$ cat src/rtl/snake_pkg.sv
// Shared types and constants for the snake direction front end.
package snake_pkg;

  typedef enum logic [1:0] {
    DIR_UP    = 2'b00,
    DIR_DOWN  = 2'b01,
    DIR_LEFT  = 2'b10,
    DIR_RIGHT = 2'b11
  } dir_t;

  localparam logic [2:0]  DIR_NONE  = 3'b100;
  localparam logic [15:0] LFSR_TAPS = 16'hB400;

  // Opposite directions share the axis bit and differ in the sense bit.
  function automatic logic is_opposite(dir_t a, dir_t b);
    return (a[1] == b[1]) && (a[0] != b[0]);
  endfunction

endpackage

$ cat src/rtl/snake_key_debounce.sv
// One push-button: two-flop synchroniser followed by a stable-count debouncer.
// o_level is the debounced raw level (active-low key, 1 = released).
module snake_key_debounce #(
  parameter int DEB_CYCLES = 16
) (
  input  logic i_clk,
  input  logic i_rst,
  input  logic i_key_n,
  output logic o_level
);

  localparam int              CW       = $clog2(DEB_CYCLES + 1);
  localparam logic [CW-1:0]   CNT_LAST = CW'(DEB_CYCLES - 1);

  logic          sync1_q, sync2_q;
  logic          level_q, level_d;
  logic [CW-1:0] cnt_q, cnt_d;

  // The flip happens on the edge that would make the count reach DEB_CYCLES.
  // NOTE: every combinational output gets a default first so no latch is inferred.
  always_comb begin
    cnt_d   = '0;
    level_d = level_q;
    if (sync2_q != level_q) begin
      if (cnt_q == CNT_LAST) level_d = ~level_q;
      else                   cnt_d   = cnt_q + CW'(1);
    end
  end

  // NOTE: sequential state uses non-blocking assignments only.
  always_ff @(posedge i_clk) begin
    if (!i_rst) begin
      sync1_q <= 1'b1;
      sync2_q <= 1'b1;
      level_q <= 1'b1;
      cnt_q   <= '0;
    end else begin
      sync1_q <= i_key_n;
      sync2_q <= sync1_q;
      level_q <= level_d;
      cnt_q   <= cnt_d;
    end
  end

  assign o_level = level_q;

endmodule

$ cat src/rtl/snake_dir_input.sv
// Board keys -> registered snake direction code, plus a free-running LFSR direction.
// Define DIR_REVERSE_BLOCK_EN to suppress a direction opposite to the last one driven.
module snake_dir_input
  import snake_pkg::*;
#(
  parameter int          DEB_CYCLES = 16,
  parameter logic [15:0] LFSR_SEED  = 16'hACE1,
  parameter logic [1:0]  RESET_DIR  = 2'b11
) (
  input  logic       i_clk,
  input  logic       i_rst,
  input  logic [3:0] i_key,
  output logic [2:0] o_user_direction,
  output logic [1:0] o_random_direction
);

  logic [3:0]  deb_n;
  logic        win_valid;
  dir_t        win_dir;
  dir_t        last_q, last_d;
  logic [2:0]  dir_q, dir_d;
  logic [15:0] lfsr_q, lfsr_d;

  for (genvar k = 0; k < 4; k++) begin : g_key
    snake_key_debounce #(.DEB_CYCLES(DEB_CYCLES)) u_deb (
      .i_clk   (i_clk),
      .i_rst   (i_rst),
      .i_key_n (i_key[k]),
      .o_level (deb_n[k])
    );
  end

  // Lowest-index pressed key wins.
  always_comb begin
    win_valid = 1'b1;
    win_dir   = DIR_UP;
    casez (deb_n)
      4'b???0: win_dir   = DIR_UP;
      4'b??01: win_dir   = DIR_DOWN;
      4'b?011: win_dir   = DIR_LEFT;
      4'b0111: win_dir   = DIR_RIGHT;
      default: win_valid = 1'b0;
    endcase
`ifdef DIR_REVERSE_BLOCK_EN
    if (win_valid && is_opposite(win_dir, last_q)) win_valid = 1'b0;
`endif
    dir_d  = win_valid ? {1'b0, win_dir} : DIR_NONE;
    last_d = win_valid ? win_dir : last_q;
  end

  // Galois right-shift; an all-zero state can never advance, so reload the seed.
  always_comb begin
    if (lfsr_q == '0) lfsr_d = LFSR_SEED;
    else              lfsr_d = (lfsr_q >> 1) ^ ({16{lfsr_q[0]}} & LFSR_TAPS);
  end

  always_ff @(posedge i_clk) begin
    if (!i_rst) begin
      dir_q  <= DIR_NONE;
      last_q <= dir_t'(RESET_DIR);
      lfsr_q <= LFSR_SEED;
    end else begin
      dir_q  <= dir_d;
      last_q <= last_d;
      lfsr_q <= lfsr_d;
    end
  end

  assign o_user_direction   = dir_q;
  assign o_random_direction = lfsr_q[1:0];

endmodule

$ cat config.mk
export PLATFORM = sky130hd
export DESIGN_NAME = snake_dir_input
export DESIGN_NICKNAME = d
export VERILOG_FILES = /design/src/rtl/snake_pkg.sv /design/src/rtl/snake_key_debounce.sv /design/src/rtl/snake_dir_input.sv
export SDC_FILE = /design/constraint.sdc
export NUM_CORES = 1
export LEC_CHECK = 0
export ABC_AREA = 1
export BUFFER_PORTS_ARGS = -buffer_cell sky130_fd_sc_hd__buf_2
export CORE_MARGIN = 5
export CORE_UTILIZATION = 47
export CTS_CLUSTER_DIAMETER = 80
export DETAILED_ROUTE_END_ITERATION = 8
export GPL_ROUTABILITY_DRIVEN = 0
export PLACE_DENSITY_LB_ADDON = 0.3
export SLEW_MARGIN = 30
export SYNTH_ARGS = -nofsm -noshare
export SYNTH_HDL_FRONTEND = slang
export SYNTH_SLANG_ARGS = --single-unit
$ cat constraint.sdc
create_clock -name i_clk -period 1.45 [get_ports i_clk]
set_input_delay 0.2175 -clock i_clk [delete_from_list [all_inputs] [get_ports i_clk]]
set_output_delay 0.2175 -clock i_clk [all_outputs]
set_load 0.05 [all_outputs]
# ---- Yosys cells after proc, flatten, opt, wreduce, memory -nomap -nowiden
# Index checks and enable logic that the tools add are counted.
dict set report classes {
  n_bitwise 10
  n_eq_ne 11
  mux 3
  reduce_logical 12
  addsub 4
}
# operator n
set op_table {}
lappend op_table {{adder 5 x 1 -> 5 bit (second input constant)} 4}
lappend op_table {{== test 5 x 4 -> 1 bit (second input constant)} 4}
lappend op_table {{logical NOT 16 bit} 1}
lappend op_table {{XOR 15 x 16 -> 16 bit} 1}
lappend op_table {{OR reduction 3 bit} 4}
lappend op_table {{AND reduction 2 bit} 5}
lappend op_table {{inverter 1 bit} 9}
lappend op_table {{one-hot mux 2 bit (3 select lines)} 1}
lappend op_table {{== test 4 x 3 -> 1 bit (second input constant)} 1}
lappend op_table {{inequality test 1 bit} 4}
lappend op_table {{OR reduction 4 bit} 1}
lappend op_table {{== test 3 x 2 -> 1 bit (second input constant)} 1}
lappend op_table {{two-way mux 3 bit} 1}
lappend op_table {{== test 2 x 1 -> 1 bit (second input constant)} 1}
lappend op_table {{OR reduction 2 bit} 1}
lappend op_table {{two-way mux 1 bit} 1}
dict set report word_totals {
  elab_cells 59
  inputBits 6
  out_inout_bits 5
  register_bits 51
}

# ---- Logic depth before layout (Yosys ltp)
# Gate-level depths: netlist (run 1).
dict set report depth {
  ltp_word 4
  ltp_mapped 7
  depth_no_buf 7
}

# ---- Cells and area by module
# A second synthesis (run 1) with hierarchy kept.
dict set report unflattened {
  cells_unflattened 212
  hier_area_um2 1893.1
}
# mod cells_per_inst area_per_inst_um2 seq_area_each_um2 instances
set modules_own_cells {}
lappend modules_own_cells {snake_key_debounce 35 309.0 160.2 4}
lappend modules_own_cells {snake_dir_input 72 656.9 380.4 1}

# ---- Least setup slack after synthesis (run 1)
# OpenSTA, ideal clock, no wires.
dict set report synth_path {
  path_kind {reg-to-reg}
  start {reg g_key[0].u_deb.cnt_q[0]}
  end {reg g_key[0].u_deb.cnt_q[2]}
  setup_ps 78
  required_ps 1372
  path_slack_ps 207
  period_less_slack_ps 1243
  stages_incl_launch_ff 8
  arrival_ps 1165
  path_buffers 0
  path_cell_list {dfxtp_1 ha_1 nand2_1 nor2_1 ha_1 nor2_1 nand3_1 nor3_1}
}
dict set report synth_between {
  elab_chain_cells 2
  word_cells_on_any_way 3
  classes_between {1 x add/sub; 1 x eq/ne; 1 x reduce/logical}
}
# item line_no
set synth_lines {}
lappend synth_lines {{from (decl)} snake_key_debounce.sv:17} ;# logic [CW-1:0] cnt_q, cnt_d;
lappend synth_lines {{from (signal assigned)} snake_key_debounce.sv:41} ;# cnt_q <= cnt_d;
lappend synth_lines {{parallel branches: the longest is 2 deep, another holds adder 5 x 1 -> 5 bit} --}
# Parallel ways; which one is timed is not known.
# A chain may end at the register's enable or synchronous reset.

# ---- Final worst setup path (run 1)
dict set report layout_path {
  start {reg g_key[1].u_deb.cnt_q[0]}
  end {reg g_key[1].u_deb.cnt_q[2]}
}
dict set report layout_between {
  elab_chain_cells 2
  word_cells_on_any_way 3
  classes_between {1 x add/sub; 1 x eq/ne; 1 x reduce/logical}
}
# item line_no
set layout_lines {}
lappend layout_lines {{from (decl)} snake_key_debounce.sv:17}
lappend layout_lines {{from (signal assigned)} snake_key_debounce.sv:41}
lappend layout_lines {{parallel branches: the longest is 2 deep, another holds adder 5 x 1 -> 5 bit} --}
# Parallel ways; which one is timed is not known.

==> summary.md, run 1 <==
| Metric | Value |
|---|---|
| Status | `finished clean` |
| R2R Path End | `g_key[1].u_deb.cnt_q[2]` |
| CP max stage cell | `dfxtp_2` |
| Worst path cell trace | `ha_1 -> nand2_1 -> nor2_1 -> ha_1 -> nor2_2 -> nand3_2 -> nor3_2` |
| Cell mode on critical path | `ha_1` |
| CTS Buf Count | `5` |
| Syn Area/Cell | `8.47 um^2` |
| Min Tclk post-route | `1.36 ns` |
| DR vias/cell | `4.65` |
| Final ANT Viol Nets | `0` |
| Placement Setup Slack | `0.0175 ns` |
| P&R area growth vs syn | `13.4%` |
| Die height | `72.4 um` |
| Startpoint types | `flop` |
| Final nets | `244` |
| Setup TNS | `0 ns` |
| Worst slew pin tran | `0.406 ns` |
| Cell Area, Synth | `1830 um^2` |
| I/O pins | `11` |
| Max-slew violation total from the final report | `0` |
| Vias in the first global route | `1174` |
| YS warnings | `0` |
| Worst setup EP type | `flop` |
| Clk sinks | `51` |
| Largest fanout on the critical path | `5` |
| FF+latch count, synth | `51` |
| Final WS setup | `0.0914 ns` |
| TritonCTS clock tree | `yes` |
| DRC | `0` |
| Critical path class | `reg2reg` |
| RSZ-0062 raised after global routing | `true` |
| Setup violations, final | `0` |
| Most used DFF post-synth | `dfxtp_1` |
| Max Freq | `0.736 GHz` |
| Hold WC Path Type | `in2reg` |
| Detailed Routing Iterations Pass 1 | `4` |
| Skew-Pair Late Insertion Delay | `0.29 ns` |
| DRT iter0 DRCs | `68` |
| Worst clock skew | `0.00722 ns` |
| Leak Pwr | `0.000940 uW` |
| Remaining Overflow, GRT | `0` |
| Critical Path End | `g_key[1].u_deb.cnt_q[2]` |
| Synth unique cells | `18` |
| Via count | `1296` |
| Max-Cap Viols | `0` |
| Clock slew at the register clock pins of the worst setup and hold paths | `0.09 ns` |
| Proportion of synthesized chip area in sequential cells | `55.8%` |
| Cell row count | `22` |
| Die footprint | `5240 um^2` |
| Initial Utilization | `49.3%` |
| Most frequent cells in the layout | `47 x dfxtp_1, 43 x nor2_1, 34 x inv_1` |
| Largest net degree at the start of global routing | `21` |
| Share of layout cells above drive strength 1 | `18.2%` |
| N_diodes | `0` |
| Placed insts | `270` |
| Number of synthesized flops with an enable pin | `0` |
| Commonest non-fill, non-tap cell in the layout | `dfxtp_1` |
| Part of the cycle the worst path needs | `93.7%` |
| Total GRT Usage | `11.7%` |
| Clk buf depth | `2` |
| Synth Instances | `216` |
| Fillcell total | `349` |
| Die Wd | `72.4 um` |
| CP required | `1.68 ns` |
| Final hold violation count | `0` |
| Wire per inst | `9.84 um` |
| H-Tree Level Count | `2` |
| Global-route wire length before repair | `4870 um` |
| Post-synthesis async set-or-reset flop share | `0%` |
| Critical Path AT | `1.59 ns` |
| Pwr dens | `1130 nW/um^2` |
| Worst Setup SP | `g_key[1].u_deb.cnt_q[0]` |
| Non-Filler Instances | `279` |
| Clock Tree Root | `clkbuf_8` |
| Routed WL | `2750 um` |
| R2R depth | `7` |
| Slowest Stage Delay on Critical Path | `0.34 ns` |
| Worst IR Drop VDD | `0.660 mV` |
| Reg2reg start | `g_key[1].u_deb.cnt_q[0]` |
| Dpl hpwl | `1990 um` |
| Core area | `3720 um^2` |
| Syn nets | `230` |
| Slew margin rel. | `72.9%` |
| Final Util | `55.9%` |
| Reg-to-reg slack, setup | `0.09 ns` |
| Initial antenna violation count | `0` |
| PortBufs | `10` |
==> cells by family after synthesis <==
kind of cell             share of synthesized area [%]
AND/OR/NAND/NOR                                   25.3
flip-flops                                        55.8
buffers and inverters                             8.61
AO/OA/AOI/OAI                                     2.87
adder cells (fa/ha/maj)                           5.47
XOR/XNOR                                          1.44
multiplexers                                     0.547
==> cell type report <==
type / instances / area [um^2] / area share (%)
Timing Repair Buffer: 12 / 65.1 / 3.13
Clock buffer: 6 / 72.6 / 3.50
Sequential cell: 51 / 1030 / 49.4
Clock inverter: 2 / 12.5 / 0.603
Inverter: 34 / 128 / 6.15
Tap cell: 48 / 60.1 / 2.89
Multi-Input combinational cell: 126 / 712 / 34.3
==> Yosys cell counts (3+ instances only) <==
cell / instances / share of area, %
a21oi_1: 5 / 1.4
nand3b_1: 6 / 2.5
inv_1: 34 / 7.0
buf_2: 3 / 0.82
xnor2_1: 3 / 1.4
nor3_1: 5 / 1.4
nand3_1: 10 / 2.7
o211ai_1: 3 / 1.2
ha_1: 8 / 5.5
nand4_1: 4 / 1.4
dfxtp_1: 51 / 56
nor2_1: 46 / 9.4
nand2_1: 31 / 6.4
==> report_power, final <==
part	switching [uW]	internal, uW	leakage [uW]
logic	58.4	42.1	0.000479
registers	26.5	1440	0.000420
clock network	428	338	0.0000412
total	512	1820	0.000940
==> how the worst min path moves through the flow <==
stage | from | endpoint | slack, ns | depth (start not counted)
after floorplan | i_key[0] | g_key[0].u_deb.sync1_q | 0.30 | 2
after CTS | i_key[3] | g_key[3].u_deb.sync1_q | 0.09 | 3
after detailed placement | g_key[3].u_deb.sync1_q | g_key[3].u_deb.sync2_q | 0.39 | 2
final | i_key[3] | g_key[3].u_deb.sync1_q | 0.1 | 3
after global placement | g_key[2].u_deb.sync1_q | g_key[2].u_deb.sync2_q | 0.38 | 2
after global routing | i_key[1] | g_key[1].u_deb.sync1_q | 0.10 | 3
==> flip-flops by register name, summed over array words and instances, names as in the netlist <==
name and cells:
lfsr_q 16, g_key.u_deb.sync2_q 4, o_user_direction 3, g_key.u_deb.sync1_q 4
g_key.u_deb.cnt_q 20, g_key.u_deb.o_level 4
==> critical path, delay by kind of cell (launching register included) <==
family        cells  cell delay [ns]
flops             1             0.34
simple gates      5             0.55
fa+ha+maj         2             0.40
==> layer usage <==
metal / share of wire, % / vias up / global-route usage (%)
met5: 0 / - / 0
met4: 1.4 / 0 / 4.10
met3: 5.4 / 4 / 4.43
met2: 44 / 17 / 18.3
met1: 50 / 589 / 14.8
li1: - / 686 / -
==> per-stage QoR <==
stage	hold slack, ns	total power (uW)	area [um^2]
after floorplan	0.302	1580	1830
final	0.0950	2340	2080
after CTS	0.0855	2370	2010
after global routing	0.101	2450	2080
after global placement	0.385	1600	1920
after detailed placement	0.389	1600	1920
==> repair_timing <==
item	CTS	global route
pin swaps	0	6
gates resized for setup	1	19
buffers inserted	0	1
setup endpoints to repair	1	20
hold buffers	0	0
(Power assumes the default switching activity.)
==> run 2, diff against run 1 <==
- CELL_PAD_IN_SITES_DETAIL_PLACEMENT: not set -> 0
- CELL_PAD_IN_SITES_GLOBAL_PLACEMENT: not set -> 2
- CORE_UTILIZATION: 47 -> 35
==> summary.md, run 2 (same netlist as run 1, synthesis figures left out) <==
| Metric | Value |
|---|---|
| Worst clock skew | `0.00166 ns (was 0.00722 ns)` |
| Final hold violation count | `0 (unchanged)` |
| Post-CTS Setup Bufs | `0 (unchanged)` |
| Clock Tree Root | `clkbuf_8 (unchanged)` |
| P&R area growth vs syn | `14.2% (was 13.4%)` |
| Hold-fix buffers, CTS | `0 (unchanged)` |
| Setup violations, final | `0 (unchanged)` |
| Max reg flops | `20 (unchanged)` |
| DRC | `0 (unchanged)` |
| Pwr dens | `1120 nW/um^2 (was 1130 nW/um^2)` |
| Die footprint | `6780 um^2 (was 5240 um^2)` |
| I/O pins | `11 (unchanged)` |
| Clk sinks | `51 (unchanged)` |
| Most frequent cells in the layout | `49 x dfxtp_1, 44 x nor2_1, 34 x inv_1 (was 47 x dfxtp_1, 43 x nor2_1, 34 x inv_1)` |
| Most flops, register | `g_key.u_deb.cnt_q (unchanged)` |
| Initial Utilization | `35.8% (was 49.3%)` |
| Largest fanout on the critical path | `5 (unchanged)` |
| Die height | `82.3 um (was 72.4 um)` |
| WHS | `0.0878 ns (was 0.0950 ns)` |
| Status | `finished clean (unchanged)` |
| CTS Buf Count | `5 (unchanged)` |
| Critical Path AT | `1.59 ns (about the same)` |
| PortBufs | `10 (unchanged)` |
| Routed WL | `2870 um (was 2750 um)` |
| Clk buf depth | `2 (unchanged)` |
| H-Tree Level Count | `2 (unchanged)` |
| DRT iter0 DRCs | `56 (was 68)` |
| CP required | `1.67 ns (was 1.68 ns)` |
| Cell row count | `26 (was 22)` |
| Min Tclk post-route | `1.37 ns (was 1.36 ns)` |
| Final ANT Viol Nets | `0 (unchanged)` |
| Commonest non-fill, non-tap cell in the layout | `dfxtp_1 (unchanged)` |
| Clock slew at the register clock pins of the worst setup and hold paths | `0.08 ns (was 0.09 ns)` |
| Setup TNS | `0 ns (unchanged)` |
| Cts repair resizes | `0 (was 1)` |
| Max-slew violation total from the final report | `0 (unchanged)` |
| Startpoint types | `flop (unchanged)` |
| Final WS setup | `0.0803 ns (was 0.0914 ns)` |
| Max Freq | `0.730 GHz (was 0.736 GHz)` |
| Part of the cycle the worst path needs | `94.5% (was 93.7%)` |
| N_diodes | `0 (unchanged)` |
| Core area | `5110 um^2 (was 3720 um^2)` |
| Dpl hpwl | `1930 um (was 1990 um)` |
| Worst slew pin tran | `0.429 ns (was 0.406 ns)` |
| Die Wd | `82.3 um (was 72.4 um)` |
| Share of layout cells above drive strength 1 | `14.3% (was 18.2%)` |
| Placement Setup Slack | `0.0388 ns (was 0.0175 ns)` |
| Skew-Pair Late Insertion Delay | `0.29 ns (about the same)` |
| Critical path class | `reg2reg (unchanged)` |
| Remaining Overflow, GRT | `0 (unchanged)` |
| TritonCTS clock tree | `yes (unchanged)` |
| Total GRT Usage | `9.70% (was 11.7%)` |
| DR vias/cell | `4.25 (was 4.65)` |
| Initial antenna violation count | `0 (unchanged)` |
| Vias in the first global route | `1159 (was 1174)` |
| Hold WC Path Type | `in2reg (unchanged)` |
| Worst IR Drop VDD | `0.432 mV (was 0.660 mV)` |
| Max-Cap Viols | `0 (unchanged)` |
| Worst setup EP type | `flop (unchanged)` |
| DP Area | `1950 um^2 (was 1920 um^2)` |
| RSZ-0062 raised after global routing | `true (unchanged)` |
| Leak Pwr | `0.000940 uW (about the same)` |
| Final Util | `40.9% (was 55.9%)` |
| Final instance area | `2090 um^2 (was 2080 um^2)` |
| Detailed Routing Iterations Pass 1 | `4 (unchanged)` |
| Slew margin rel. | `71.4% (was 72.9%)` |
| Wire per inst | `9.53 um (was 9.84 um)` |
| Via count | `1278 (was 1296)` |
| Global-route wire length before repair | `4970 um (was 4870 um)` |
| Largest net degree at the start of global routing | `22 (was 21)` |
| Final nets | `244 (unchanged)` |
| Top Registers | `g_key.u_deb.cnt_q: 20 flops, lfsr_q: 16 flops (unchanged)` |
[run 2: changes by cell type in the layout (fill, tap and decap cells not counted), sizes merged]
cell      change
clkbuf        +1
clkinvlp      -1
[run 2: worst max-delay path, stage by stage, from the launching register on]
cell and delay, ns:
dfxtp_1 0.34, ha_1 0.21, nand2_1 0.09, nor2_1 0.05
ha_1 0.20, nor2_1 0.13, nand3_2 0.12, nor3_1 0.16
[run 2: final timing paths]
kind | start | to | slack [ns] | depth (start not counted)
max | g_key[1].u_deb.cnt_q[0] | g_key[1].u_deb.cnt_q[2] | 0.08 | 7
min | i_key[2] | g_key[2].u_deb.sync1_q | 0.09 | 3
max reg2reg | g_key[1].u_deb.cnt_q[0] | g_key[1].u_deb.cnt_q[2] | 0.08 | 7
min reg2reg | g_key[3].u_deb.sync1_q | g_key[3].u_deb.sync2_q | 0.41 | 2
[run 2: per-stage QoR]
stage	power, uW	std cells
6_report	2340	301
5_1_grt	2460	301
4_1_cts	2390	301
3_5_place_dp	1600	293
3_3_place_gp	1600	293
2_1_floorplan	1580	216
[run 2: layout make-up]
class                      count  area, um^2
clock buffer                   7        76.3
timing repair buffer          12        65.1
inverter                      34         128
clock inverter                 1        5.00
tap                           70        87.6
multi-input combinational    126         706
sequential                    51        1020
fill                         557        3020
[run 2: power by group]
part | switching, uW | internal, uW | total (uW)
logic | 58.8 | 43.0 | 102
registers | 26.2 | 1440 | 1470
clock network | 428 | 339 | 768
total | 513 | 1830 | 2340
[run 2: metal layers]
metal / track usage [%] / vias up / part of all wire, %
li1: - / 692 / -
met1: 11.9 / 563 / 50
met2: 15.0 / 19 / 44
met3: 3.69 / 4 / 4.4
met4: 4.49 / 0 / 1.5
met5: 0 / - / 0
==> run 3, diff against run 2 <==
- ABC_AREA: 1 -> not set
- CORE_UTILIZATION: 35 -> 38
==> summary.md, run 3 <==
| Metric | Value |
|---|---|
| Non-Filler Instances | `241 (was 301)` |
| Comb power frac | `3.8% (was 4.3%)` |
| WHS | `0.0883 ns (was 0.0878 ns)` |
| Worst setup EP type | `flop (unchanged)` |
| Remaining Overflow, GRT | `0 (unchanged)` |
| CTS Buf Count | `5 (unchanged)` |
| Count leader, synth | `dfxtp_1 (unchanged)` |
| Clock slew at the register clock pins of the worst setup and hold paths | `0.09 ns (was 0.08 ns)` |
| HP Start | `i_key[2] (unchanged)` |
| Max Freq | `0.689 GHz (was 0.730 GHz)` |
| Die Wd | `78.0 um (was 82.3 um)` |
| Syn Area/Cell | `10.8 um^2 (was 8.47 um^2)` |
| Routed WL | `2740 um (was 2870 um)` |
| Most used DFF post-synth | `dfxtp_1 (unchanged)` |
| PortBufs | `10 (unchanged)` |
| Most frequent cells in the layout | `45 x dfxtp_1, 14 x nand2b_1, 12 x nor2_2, 12 x buf_4, 11 x xnor2_1 (was 49 x dfxtp_1, 44 x nor2_1, 34 x inv_1)` |
| Wire per inst | `11.4 um (was 9.53 um)` |
| Largest net degree at the start of global routing | `23 (was 22)` |
| Hold-fix buffers, CTS | `0 (unchanged)` |
| Clk buf depth | `2 (unchanged)` |
| Most flops, register | `g_key.u_deb.cnt_q (unchanged)` |
| YS warnings | `0 (unchanged)` |
| Total GRT Usage | `9.46% (was 9.70%)` |
| Synth cell count leaders | `51 x dfxtp_1, 21 x nor2_1, 14 x nand2b_1 (was 51 x dfxtp_1, 46 x nor2_1, 34 x inv_1)` |
| DRT iter0 DRCs | `31 (was 56)` |
| Cell Area, Synth | `1760 um^2 (was 1830 um^2)` |
| Worst clock skew | `0.00547 ns (was 0.00166 ns)` |
| R2R Path End | `g_key[3].u_deb.cnt_q[0] (was g_key[1].u_deb.cnt_q[2])` |
| Synth unique cells | `21 (was 18)` |
| Final nets | `202 (was 244)` |
| Critical path class | `reg2reg (unchanged)` |
| DRC | `0 (unchanged)` |
| Yosys top cell by area | `dfxtp_1 (unchanged)` |
| Pwr dens | `1220 nW/um^2 (was 1120 nW/um^2)` |
| Power share of the clock group | `41.9% (was 32.8%)` |
| Core area | `4410 um^2 (was 5110 um^2)` |
| I/O pins | `11 (unchanged)` |
| Area contributors post-synth | `dfxtp_1 58%, ha_1 5.7%, xnor2_1 5.5%, nand2b_1 5.0%, nor2_1 4.5% (was dfxtp_1 56%, nor2_1 9.4%, inv_1 7.0%, nand2_1 6.4%, ha_1 5.5%)` |
| Final WS setup | `-0.00191 ns (was 0.0803 ns)` |
| Hold WC Path Type | `in2reg (unchanged)` |
| Max-slew violation total from the final report | `0 (unchanged)` |
| H-Tree Level Count | `2 (unchanged)` |
| Worst hold stages | `2 (was 3)` |
| Synth Instances | `163 (was 216)` |
| Detailed Routing Iterations Pass 1 | `4 (unchanged)` |
| TritonCTS clock tree | `yes (unchanged)` |
| Setup violations, final | `1 (was 0)` |
| P&R area growth vs syn | `26.8% (was 14.2%)` |
| Slew margin rel. | `72.1% (was 71.4%)` |
| Placed insts | `231 (was 293)` |
| Initial Utilization | `39.8% (was 35.8%)` |
| FF+latch count, synth | `51 (unchanged)` |
| Worst path cell trace | `ha_2 -> and3_4 -> ha_4 -> or3_4 -> nor2_2 (was ha_1 -> nand2_1 -> nor2_1 -> ha_1 -> nor2_1 -> nand3_2 -> nor3_1)` |
| Clk sinks | `51 (unchanged)` |
| Number of buffers and inverters on the critical path | `0 (unchanged)` |
| Part of the cycle the worst path needs | `100% (was 94.5%)` |
| Largest fanout on the critical path | `5 (unchanged)` |
| Max-Cap Viols | `0 (unchanged)` |
| Fillcell total | `388 (was 557)` |
| DR vias/cell | `4.52 (was 4.25)` |
| Family with the most delay on the worst path | `simple AND/OR/NAND/NOR gates (unchanged)` |
| Final Util | `50.5% (was 40.9%)` |
| Cell row count | `24 (was 26)` |
| Worst slew pin tran | `0.418 ns (was 0.429 ns)` |
| Global-route wire length before repair | `4630 um (was 4970 um)` |
| Vias in the first global route | `1069 (was 1159)` |
| Leak Pwr | `0.000836 uW (was 0.000940 uW)` |
| Post-synthesis async set-or-reset flop share | `0% (unchanged)` |
| Failing checks | `negative setup slack` |
| Skew-Pair Late Insertion Delay | `0.30 ns (was 0.29 ns)` |
| Startpoint types | `flop (unchanged)` |
| R2R depth | `5 (was 7)` |
| Dpl hpwl | `1800 um (was 1930 um)` |
| Reg power frac | `54.3% (was 62.8%)` |
| Reg-to-reg slack, setup | `-0.002 ns (was 0.08 ns)` |
| Commonest non-fill, non-tap cell in the layout | `dfxtp_1 (unchanged)` |
| Final ANT Viol Nets | `0 (unchanged)` |
| CP max stage cell | `or3_4 (was dfxtp_1)` |
| RSZ-0062 raised after global routing | `true (unchanged)` |
| Status | `complete, but fails checks (was finished clean)` |
| Synth top area share | `58.1% (was 55.8%)` |
| Initial antenna violation count | `0 (unchanged)` |
| Worst IR Drop VDD | `0.679 mV (was 0.432 mV)` |
| Share of layout cells above drive strength 1 | `36.0% (was 14.3%)` |
| Slowest Stage Delay on Critical Path | `0.43 ns (was 0.34 ns)` |
| Internal Power | `2190 uW (was 1830 uW)` |
| Critical Path AT | `1.68 ns (was 1.59 ns)` |
| Clock Tree Root | `clkbuf_8 (unchanged)` |
| Top Registers | `g_key.u_deb.cnt_q: 20 flops, lfsr_q: 16 flops (unchanged)` |
| Die height | `78.0 um (was 82.3 um)` |
| Via count | `1089 (was 1278)` |
| Syn nets | `177 (was 230)` |
| Reg2reg start | `g_key[3].u_deb.cnt_q[0] (was g_key[1].u_deb.cnt_q[0])` |
| Min Tclk post-route | `1.45 ns (was 1.37 ns)` |
| Proportion of synthesized chip area in sequential cells | `58.1% (was 55.8%)` |
| Number of synthesized flops with an enable pin | `0 (unchanged)` |
| CP required | `1.68 ns (was 1.67 ns)` |
| Final hold violation count | `0 (unchanged)` |
| Placement Setup Slack | `-0.0662 ns (was 0.0388 ns)` |
| Net Sw Frac | `19.4% (was 21.9%)` |
| N_diodes | `0 (unchanged)` |
| Hold EP | `g_key[2].u_deb.sync1_q (unchanged)` |
| P_sw | `525 uW (was 513 uW)` |
| Max reg flops | `20 (unchanged)` |
| Die footprint | `6080 um^2 (was 6780 um^2)` |
## run 3: cell types whose count changed after synthesis, moves of 5 or more
| cell | previous run | this run |
|---|---|---|
| nor2_1 | 46 | 21 |
| nand3b_1 | 6 | 0 |
| nand2b_1 | 0 | 14 |
| inv_1 | 34 | 9 |
| nor3_1 | 5 | 0 |
| and2_1 | 0 | 7 |
| nand2_1 | 31 | 8 |
| nand3_1 | 10 | 5 |
| xnor2_1 | 3 | 11 |
## run 3: what timing repair did
item | 4_1_cts | 5_1_grt
setup buffers | 0 | 2
setup endpoints to repair | 20 | 17
pin swaps | 4 | 22
resized for setup | 4 | 37
## run 3: kinds of logic after synthesis
group / after synthesis / share of synthesized area, %
buf+inv: 13 / 3.20
fa+ha+maj: 8 / 5.70
xor+xnor: 15 / 7.48
mux: 4 / 2.28
simple gates: 69 / 21.7
compound gates: 3 / 1.50
flops: 51 / 58.1
## run 3: worst max-delay path by stage
| stage | startpoint | to | slack [ns] | depth (start not counted) |
|---|---|---|---|---|
| after detailed placement | g_key[1].u_deb.cnt_q[0] | g_key[1].u_deb.cnt_q[3] | -0.07 | 5 |
| after global placement | g_key[1].u_deb.cnt_q[0] | g_key[1].u_deb.cnt_q[2] | -0.01 | 5 |
| final | g_key[3].u_deb.cnt_q[0] | g_key[3].u_deb.cnt_q[0] | -0.002 | 5 |
| after floorplan | g_key[0].u_deb.cnt_q[0] | g_key[0].u_deb.cnt_q[2] | 0.01 | 5 |
| after CTS | g_key[0].u_deb.cnt_q[0] | g_key[0].u_deb.cnt_q[3] | 0.002 | 5 |
| after global routing | g_key[3].u_deb.cnt_q[0] | g_key[3].u_deb.cnt_q[0] | -0.04 | 5 |
## run 3: stage by stage
step | power [uW] | area, um^2 | setup TNS, ns
2_1_floorplan | 1570 | 1760 | 0
6_report | 2710 | 2230 | -0.00191
5_1_grt | 2820 | 2230 | -0.162
4_1_cts | 2750 | 2070 | 0
3_3_place_gp | 1600 | 1920 | -0.0298
3_5_place_dp | 1600 | 1920 | -0.282
## run 3: area by class of cell
class,count,area (um^2),share of cell area [%]
timing repair buffer,22,140,6.29
multi-input combinational,99,827,37.1
clock inverter,2,60.1,2.70
inverter,9,33.8,1.52
clock buffer,6,72.6,3.26
sequential,51,1030,46.2
tap,52,65.1,2.92
## run 3: power by group through the flow
stage,Combinational [uW],Sequential (uW),Clock [uW]
2_1_floorplan,75.9,1500,0
3_3_place_gp,96.3,1500,0
3_5_place_dp,98.6,1500,0
4_1_cts,100,1470,1180
5_1_grt,118,1480,1220
6_report,103,1470,1130
## run 3: layer usage
| layer | track usage, % | up-vias | share of wire [%] |
|---|---|---|---|
| li1 | - | 568 | - |
| met5 | 0 | - | 0 |
| met3 | 3.70 | 5 | 4.1 |
| met1 | 11.4 | 501 | 46 |
| met4 | 4.56 | 0 | 1.4 |
| met2 | 14.7 | 15 | 48 |
